## src/rtl/fifo_pkg.sv

```systemverilog
// rtl/fifo_pkg.sv - shared FIFO widths and pointer compare helpers
package fifo_pkg;

  localparam int MAX_PTR_W = 16;

  function automatic int elem_width(input int data_width);
    return 2 * data_width;
  endfunction

  function automatic int ptr_width(input int fifo_size);
    return $clog2(fifo_size) + 1;
  endfunction

  // Full: same slot index, opposite lap (wrap bit differs).
  function automatic logic ptr_full(input logic [MAX_PTR_W-1:0] wr_ptr,
                                    input logic [MAX_PTR_W-1:0] rd_ptr,
                                    input int aw);
    logic [MAX_PTR_W-1:0] low_mask;
    low_mask = (MAX_PTR_W'(1) << (aw - 1)) - MAX_PTR_W'(1);
    return (((wr_ptr ^ rd_ptr) & low_mask) == '0) && (wr_ptr[aw-1] != rd_ptr[aw-1]);
  endfunction

  function automatic logic ptr_empty(input logic [MAX_PTR_W-1:0] wr_ptr,
                                     input logic [MAX_PTR_W-1:0] rd_ptr);
    return wr_ptr == rd_ptr;
  endfunction

endpackage

```

## src/rtl/skew_fifo_bank_if.sv

```systemverilog
// rtl/skew_fifo_bank_if.sv - write/read/status bundle of the skewed FIFO bank
interface skew_fifo_bank_if #(
  parameter int DATA_WIDTH = 8,
  parameter int ADDR_WIDTH = 5,
  parameter int NUM_CH     = 4
);
  logic                           wr_clr;
  logic                           rd_clr;
  logic [NUM_CH-1:0]              wr_en;
  logic [NUM_CH*2*DATA_WIDTH-1:0] data_in_fifo;
  logic                           rd_en;
  logic [NUM_CH*2*DATA_WIDTH-1:0] data_out_fifo;
  logic [NUM_CH-1:0]              out_valid;
  logic [NUM_CH-1:0]              full;
  logic [NUM_CH-1:0]              empty;
  logic [NUM_CH*ADDR_WIDTH-1:0]   count;
  logic                           overflow;
  logic                           underflow;

  modport master (
    output wr_clr, rd_clr, wr_en, data_in_fifo, rd_en,
    input  data_out_fifo, out_valid, full, empty, count, overflow, underflow
  );

  modport slave (
    input  wr_clr, rd_clr, wr_en, data_in_fifo, rd_en,
    output data_out_fifo, out_valid, full, empty, count, overflow, underflow
  );
endinterface

```

## src/rtl/fifo_channel.sv

```systemverilog
// rtl/fifo_channel.sv - one circular FIFO with flags and zero-filled registered output
module fifo_channel
  import fifo_pkg::*;
#(
  parameter int DATA_WIDTH = 8,
  parameter int FIFO_SIZE  = 16,
  parameter int ADDR_WIDTH = 5
) (
  input  logic                            clk,
  input  logic                            rst_n,
  input  logic                            wr_clr,
  input  logic                            rd_clr,
  input  logic                            wr_en,
  input  logic [elem_width(DATA_WIDTH)-1:0] wr_data,
  input  logic                            rd_req,
  output logic [elem_width(DATA_WIDTH)-1:0] rd_data,
  output logic                            rd_valid,
  output logic                            full,
  output logic                            empty,
  output logic [ADDR_WIDTH-1:0]           count,
  output logic                            ovf_evt,
  output logic                            unf_evt
);
  localparam int EW  = elem_width(DATA_WIDTH);
  localparam int IW  = ADDR_WIDTH - 1;
  localparam int PAD = MAX_PTR_W - ADDR_WIDTH;

  logic [EW-1:0]         mem [FIFO_SIZE];
  logic [ADDR_WIDTH-1:0] wr_ptr, rd_ptr;
  logic                  rd_fire, wr_fire;

  assign full  = ptr_full({{PAD{1'b0}}, wr_ptr}, {{PAD{1'b0}}, rd_ptr}, ADDR_WIDTH);
  assign empty = ptr_empty({{PAD{1'b0}}, wr_ptr}, {{PAD{1'b0}}, rd_ptr});
  assign count = wr_ptr - rd_ptr;

  // A read freeing a slot lets a write into a full channel in the same cycle.
  assign rd_fire = rd_req && !rd_clr && !empty;
  assign unf_evt = rd_req && !rd_clr && empty;
  assign wr_fire = wr_en && !wr_clr && (!full || rd_fire);
  assign ovf_evt = wr_en && !wr_clr && !wr_fire;

  always_ff @(posedge clk) begin
    if (wr_fire) mem[wr_ptr[IW-1:0]] <= wr_data;
  end

  always_ff @(posedge clk or negedge rst_n) begin
    if (!rst_n) begin
      wr_ptr <= '0;
    end else if (wr_clr) begin
      wr_ptr <= '0;
    end else if (wr_fire) begin
      wr_ptr <= wr_ptr + 1'b1;
    end
  end

  always_ff @(posedge clk or negedge rst_n) begin
    if (!rst_n) begin
      rd_ptr   <= '0;
      rd_data  <= '0;
      rd_valid <= 1'b0;
    end else if (rd_clr) begin
      rd_ptr   <= '0;
      rd_data  <= '0;
      rd_valid <= 1'b0;
    end else if (rd_fire) begin
      rd_ptr   <= rd_ptr + 1'b1;
      rd_data  <= mem[rd_ptr[IW-1:0]];
      rd_valid <= 1'b1;
    end else begin
      rd_data  <= '0;
      rd_valid <= 1'b0;
    end
  end
endmodule

```

## src/rtl/skew_fifo_bank.sv

```systemverilog
// rtl/skew_fifo_bank.sv - FIFO bank with per-channel read skew for the systolic array edge
module skew_fifo_bank
  import fifo_pkg::*;
#(
  parameter int DATA_WIDTH = 8,
  parameter int FIFO_SIZE  = 16,
  parameter int ADDR_WIDTH = 5,
  parameter int NUM_CH     = 4
) (
  input logic              clk,
  input logic              rst_n,
  skew_fifo_bank_if.slave  bus
);
  localparam int EW = elem_width(DATA_WIDTH);

  logic [NUM_CH-1:0]            rd_req;
  logic [NUM_CH-2:0]            skew_q;
  logic [NUM_CH*EW-1:0]         dout_w;
  logic [NUM_CH-1:0]            valid_w, full_w, empty_w, ovf_w, unf_w;
  logic [NUM_CH*ADDR_WIDTH-1:0] count_w;
  logic                         overflow_q, underflow_q;

  assign rd_req[0] = bus.rd_en;

  // Channel c sees the read request c cycles late, forming the diagonal wavefront.
  always_ff @(posedge clk or negedge rst_n) begin
    if (!rst_n) begin
      skew_q <= '0;
    end else if (bus.rd_clr) begin
      skew_q <= '0;
    end else begin
      skew_q[0] <= bus.rd_en;
      for (int i = 1; i < NUM_CH - 1; i++) skew_q[i] <= skew_q[i-1];
    end
  end

  for (genvar c = 0; c < NUM_CH; c++) begin : g_ch
    if (c > 0) begin : g_skew
      assign rd_req[c] = skew_q[c-1];
    end

    fifo_channel #(
      .DATA_WIDTH(DATA_WIDTH),
      .FIFO_SIZE (FIFO_SIZE),
      .ADDR_WIDTH(ADDR_WIDTH)
    ) u_ch (
      .clk     (clk),
      .rst_n   (rst_n),
      .wr_clr  (bus.wr_clr),
      .rd_clr  (bus.rd_clr),
      .wr_en   (bus.wr_en[c]),
      .wr_data (bus.data_in_fifo[c*EW +: EW]),
      .rd_req  (rd_req[c]),
      .rd_data (dout_w[c*EW +: EW]),
      .rd_valid(valid_w[c]),
      .full    (full_w[c]),
      .empty   (empty_w[c]),
      .count   (count_w[c*ADDR_WIDTH +: ADDR_WIDTH]),
      .ovf_evt (ovf_w[c]),
      .unf_evt (unf_w[c])
    );
  end

  always_ff @(posedge clk or negedge rst_n) begin
    if (!rst_n) begin
      overflow_q  <= 1'b0;
      underflow_q <= 1'b0;
    end else begin
      overflow_q  <= overflow_q | (|ovf_w);
      underflow_q <= underflow_q | (|unf_w);
    end
  end

  assign bus.data_out_fifo = dout_w;
  assign bus.out_valid     = valid_w;
  assign bus.full          = full_w;
  assign bus.empty         = empty_w;
  assign bus.count         = count_w;
  assign bus.overflow      = overflow_q;
  assign bus.underflow     = underflow_q;
endmodule

```

## src/flat_wrapper.sv

```systemverilog
// flat-port wrapper written by rule: the top's interface ports become plain ports
module skew_fifo_bank_flat import fifo_pkg::*;
#(
  parameter int DATA_WIDTH = 8,
  parameter int FIFO_SIZE  = 16,
  parameter int ADDR_WIDTH = 5,
  parameter int NUM_CH     = 4
)
  (clk, rst_n, bus_wr_clr, bus_rd_clr, bus_wr_en, bus_data_in_fifo, bus_rd_en, bus_data_out_fifo, bus_out_valid, bus_full, bus_empty, bus_count, bus_overflow, bus_underflow);
  skew_fifo_bank_if #(.DATA_WIDTH(DATA_WIDTH), .ADDR_WIDTH(ADDR_WIDTH), .NUM_CH(NUM_CH)) bus_i ();
  input logic clk;
  input logic rst_n;
  input wire logic [$bits(bus_i.wr_clr)-1:0] bus_wr_clr;
  input wire logic [$bits(bus_i.rd_clr)-1:0] bus_rd_clr;
  input wire logic [$bits(bus_i.wr_en)-1:0] bus_wr_en;
  input wire logic [$bits(bus_i.data_in_fifo)-1:0] bus_data_in_fifo;
  input wire logic [$bits(bus_i.rd_en)-1:0] bus_rd_en;
  output wire logic [$bits(bus_i.data_out_fifo)-1:0] bus_data_out_fifo;
  output wire logic [$bits(bus_i.out_valid)-1:0] bus_out_valid;
  output wire logic [$bits(bus_i.full)-1:0] bus_full;
  output wire logic [$bits(bus_i.empty)-1:0] bus_empty;
  output wire logic [$bits(bus_i.count)-1:0] bus_count;
  output wire logic [$bits(bus_i.overflow)-1:0] bus_overflow;
  output wire logic [$bits(bus_i.underflow)-1:0] bus_underflow;
  assign bus_i.wr_clr = bus_wr_clr;
  assign bus_i.rd_clr = bus_rd_clr;
  assign bus_i.wr_en = bus_wr_en;
  assign bus_i.data_in_fifo = bus_data_in_fifo;
  assign bus_i.rd_en = bus_rd_en;
  assign bus_data_out_fifo = bus_i.data_out_fifo;
  assign bus_out_valid = bus_i.out_valid;
  assign bus_full = bus_i.full;
  assign bus_empty = bus_i.empty;
  assign bus_count = bus_i.count;
  assign bus_overflow = bus_i.overflow;
  assign bus_underflow = bus_i.underflow;
  skew_fifo_bank #(.DATA_WIDTH(DATA_WIDTH), .FIFO_SIZE(FIFO_SIZE), .ADDR_WIDTH(ADDR_WIDTH), .NUM_CH(NUM_CH)) u_core (.clk(clk), .rst_n(rst_n), .bus(bus_i));
endmodule
```

## config.mk

```make
export PLATFORM = sky130hd
export DESIGN_NAME = skew_fifo_bank_flat
export DESIGN_NICKNAME = d
export VERILOG_FILES = /design/src/rtl/fifo_pkg.sv /design/src/rtl/skew_fifo_bank_if.sv /design/src/rtl/fifo_channel.sv /design/src/rtl/skew_fifo_bank.sv /design/src/flat_wrapper.sv
export SDC_FILE = /design/constraint.sdc
export NUM_CORES = 1
export LEC_CHECK = 0
export BUFFER_PORTS_ARGS = -buffer_cell sky130_fd_sc_hd__buf_2
export CAP_MARGIN = 20
export CORE_UTILIZATION = 30
export CTS_CLUSTER_SIZE = 30
export DETAILED_ROUTE_END_ITERATION = 7
export PLACE_DENSITY_LB_ADDON = 0.3
export SLEW_MARGIN = 25
export SYNTH_ARGS = -nofsm -noshare
export SYNTH_HDL_FRONTEND = slang
export SYNTH_SLANG_ARGS = --single-unit
```

## constraint.sdc

```tcl
create_clock -name clk -period 3.99 [get_ports clk]
set_input_delay 0.798 -clock clk [delete_from_list [all_inputs] [get_ports clk]]
set_output_delay 0.798 -clock clk [all_outputs]
set_load 0.03 [all_outputs]
```

==> flow_summary.json <==
{
  "critPathRequiredTime_ns": 3.19,
  "cts_buffers": 117,
  "drt_iter0_markers": 1766,
  "wl_per_cell_um": 24.4,
  "slew_viol_final": 0,
  "hpwl_um": 67200,
  "die_w_um": 384,
  "clock_skew_ns": 0.0499,
  "irDropWorstVdd_mv": 0.382,
  "clock_sinks": 1137,
  "yosysWarnings": 0,
  "synth_top_family_by_area": "multiplexers",
  "hold_buffers": 0,
  "cp-start-kind": "register",
  "tns_ns": 0,
  "fin_nets": 2497,
  "synth_area_mm2": 0.0437,
  "synth_mux_area_share_pct": 13.4,
  "grt_max_degree": 67,
  "crit_chain": "inv_1, ha_1, a21o_1, a21oi_1, xnor2_2, buf_2",
  "synth_fp_nets": 2213,
  "synth.distinct_cells": 45,
  "row_count": 139,
  "routed_wl_um": 107000,
  "synthFlopType": "edfxtp_1",
  "synth_compound_area_share_pct": 3.94,
  "synth_xor_area_share_pct": 0.778,
  "tightest_slew_ns": 1.05,
  "setup_viol": 0,
  "cts_max_path_buffers": 3,
  "io_pins": 171,
  "grt_pass1_wl_um": 157000,
  "synth-edff-count": 1024,
  "place_inst": 4166,
  "critPathMaxFanout": 13,
  "nFillCells": 13100,
  "synthArstFlopShare_pct": 9.94,
  "period_share_pct": 94.2,
  "hold_viol": 0,
  "vias": 21500,
  "root_buffer": "clkbuf_16",
  "ys_seq_area_share_pct": 76.8,
  "ant_nets": 0,
  "tritoncts": "yes",
  "rsz0062_at_grt": "no",
  "finalCriticalPeriod_ns": 3.76,
  "vias_per_cell": 4.90,
  "fp.dieH_um": 384,
  "start_util_pct": 30.3,
  "avgSynthCellArea_um2": 20.8,
  "drc": 0,
  "synth-seq-cells": 1137,
  "p_leak_nw": 16.9,
  "gp_congestion": 0.785,
  "clkTransAtPathRegs_ns": 0.06,
  "cap_violations": 0,
  "slowest_stage": "dfrtp_1",
  "io_buffers": 170,
  "grt_antenna_before_repair": 14,
  "grt_pass1_vias": 22900,
  "clock_latency_ns": 0.73,
  "synth-adder-area-share_pct": 1.21,
  "core-area_mm2": 0.144,
  "synthSimpleGateAreaFrac_pct": 2.28,
  "overflow": 0,
  "die-area_mm2": 0.147,
  "critical_path_arrival_ns": 2.96,
  "grt_usage_pct": 14.5,
  "post-route-util_pct": 35.8,
  "outcome": "finished clean",
  "slowest_delay_ns": 0.70,
  "first_pass_iters": 5,
  "fin_cells": 4391,
  "htree_levels": 3,
  "fmax_mhz": 266,
  "drive_gt1_share_pct": 31.9,
  "crit_type": "reg -> out",
  "hold_class": "in -> async",
  "syn_inst": 2100,
  "syn_to_final_growth_pct": 18.0,
  "power_density_mw_per_mm2": 513,
  "slew_headroom_pct": 29.8,
  "endpoint_kind": "output pin"
}
-- critical path: cells and delay by family, from the launching register on --
| kind | cells | cell delay [ns] |
|---|---|---|
| buf+inv | 2 | 0.53 |
| fa+ha+maj | 1 | 0.38 |
| flops | 1 | 0.70 |
| xor+xnor | 1 | 0.22 |
| compound gates | 2 | 0.41 |
-- cells by family (layout without fill, tap and decap cells) --
logic type,count (synthesis),count (layout)
compound gates,255,255
xor+xnor,38,38
fa+ha+maj,40,40
buf+inv,152,539
flops,1137,1137
mux,264,264
other cells,0,1
simple gates,214,214
-- routing by layer --
metal / global-route usage (%) / up-vias / routed length [um]
li1: - / 9212 / -
met1: 19.6 / 11500 / 46400
met2: 23.6 / 618 / 52200
met3: 2.71 / 172 / 5820
met4: 4.54 / 12 / 2580
met5: 0 / - / 69
-- sequential cells by signal, indices dropped and copies added, names as in the netlist --
name                       count
u_core.g_ch.u_ch.mem        1024
u_core.g_ch.u_ch.rd_data      64
u_core.g_ch.u_ch.rd_ptr       20
u_core.g_ch.u_ch.wr_ptr       20
u_core.g_ch.u_ch.rd_valid      4
u_core.skew_q                  3
u_core.bus.overflow            1
u_core.bus.underflow           1
-- report_power, final --
group | switching [W] | internal, W | leakage, nW
combinational | 0.00107 | 0.000637 | 4.12
sequential | 0.0000828 | 0.0131 | 10.8
clock | 0.00468 | 0.00693 | 2.01
total | 0.00583 | 0.0207 | 16.9
-- synth_stat cells, types with 5 or more instances --
| cell | number | area, um^2 |
|---|---|---|
| mux2i_1 | 8 | 80.1 |
| buf_2 | 12 | 60.1 |
| nor4_1 | 5 | 31.3 |
| a21oi_1 | 73 | 365 |
| a21o_1 | 8 | 60.1 |
| nand4_1 | 6 | 37.5 |
| xnor2_1 | 26 | 228 |
| mux4_2 | 256 | 5770 |
| inv_1 | 43 | 161 |
| nor2_1 | 94 | 353 |
| edfxtp_1 | 1024 | 30700 |
| nand2b_1 | 17 | 106 |
| or3_1 | 8 | 50.1 |
| o21ai_0 | 20 | 100 |
| a22oi_1 | 113 | 848 |
| ha_1 | 36 | 450 |
| dfrtp_1 | 113 | 2830 |
| nand2_1 | 35 | 131 |
| buf_4 | 35 | 263 |
| xor2_1 | 11 | 96.3 |
| clkbuf_1 | 54 | 203 |
| nor3_1 | 33 | 165 |
| o22ai_1 | 8 | 50.1 |
| nand3_1 | 7 | 35.0 |
-- per-stage QoR --
step	area (um^2)	setup slack, ns	hold slack (ns)	power, W
finish	51600	0.230	0.0745	0.0265
global route	51600	0.0198	0.0849	0.0274
CTS	51600	0.00918	0.0513	0.0268
detailed placement	47400	0.633	0.477	0.0152
global placement	47400	0.778	0.476	0.0151
floorplan	43700	0.338	0.502	0.0145
-- layout by cell type, fill, tap and decap left out, types with 5 or more instances in the layout --
master / synthesis / final
a21o_1: 8 / 8
a21oi_1: 73 / 73
a22oi_1: 113 / 113
buf_12: 0 / 5
buf_2: 12 / 169
buf_4: 35 / 95
bufinv_16: 0 / 20
clkbuf_1: 54 / 22
clkbuf_16: 0 / 119
clkbuf_8: 0 / 7
clkinv_1: 2 / 17
clkinv_2: 0 / 19
clkinv_4: 0 / 5
clkinvlp_4: 0 / 7
dfrtp_1: 113 / 105
edfxtp_1: 1024 / 1024
ha_1: 36 / 36
inv_1: 43 / 43
mux2i_1: 8 / 8
mux4_2: 256 / 256
nand2_1: 35 / 35
nand2b_1: 17 / 17
nand3_1: 7 / 7
nand4_1: 6 / 6
nor2_1: 94 / 54
nor2_2: 0 / 40
nor3_1: 33 / 17
nor3_2: 0 / 16
o21ai_0: 20 / 20
o22ai_1: 8 / 8
or3_1: 8 / 8
xnor2_1: 26 / 24
xor2_1: 11 / 11
-- cell type report --
type                       count  area, um^2  share of cell area (%)
antenna                        1        2.50                 0.00485
clock buffer                 148        3160                    6.12
clock inverter                74        1000                    1.94
inverter                      47         176                   0.342
multi-input combinational    811        9640                    18.7
sequential                  1137       33600                    65.1
tap                         1903        2380                    4.61
timing repair buffer         270        1670                    3.24
-- repair_timing --
action                                  4_1_cts  5_1_grt
endpoints found under the setup margin        1        3
cloned                                        0        0
resized for setup                             1        1
buffers inserted                              0        2
pin swaps                                     0        0
-- path summary, 6_finish.rpt --
path / slack (ns) / startpoint / cells past startpoint / to
min reg2reg: 0.49 / u_core.bus.underflow / 2 / u_core.bus.underflow
max in group asynchronous: 3.13 / rst_n / 2 / u_core.g_ch[2].u_ch.rd_data[3]
max: 0.23 / u_core.g_ch[3].u_ch.rd_ptr[1] / 6 / bus_count[18]
min in group clk: 0.46 / bus_data_in_fifo[5] / 1 / u_core.g_ch[0].u_ch.mem[15][5]
min: 0.07 / rst_n / 1 / u_core.g_ch[0].u_ch.rd_data[6]
max reg2reg: 0.54 / u_core.g_ch[3].u_ch.rd_ptr[1] / 7 / u_core.g_ch[3].u_ch.mem[1][5]
Note: power is estimated with default switching activity, not from simulation.
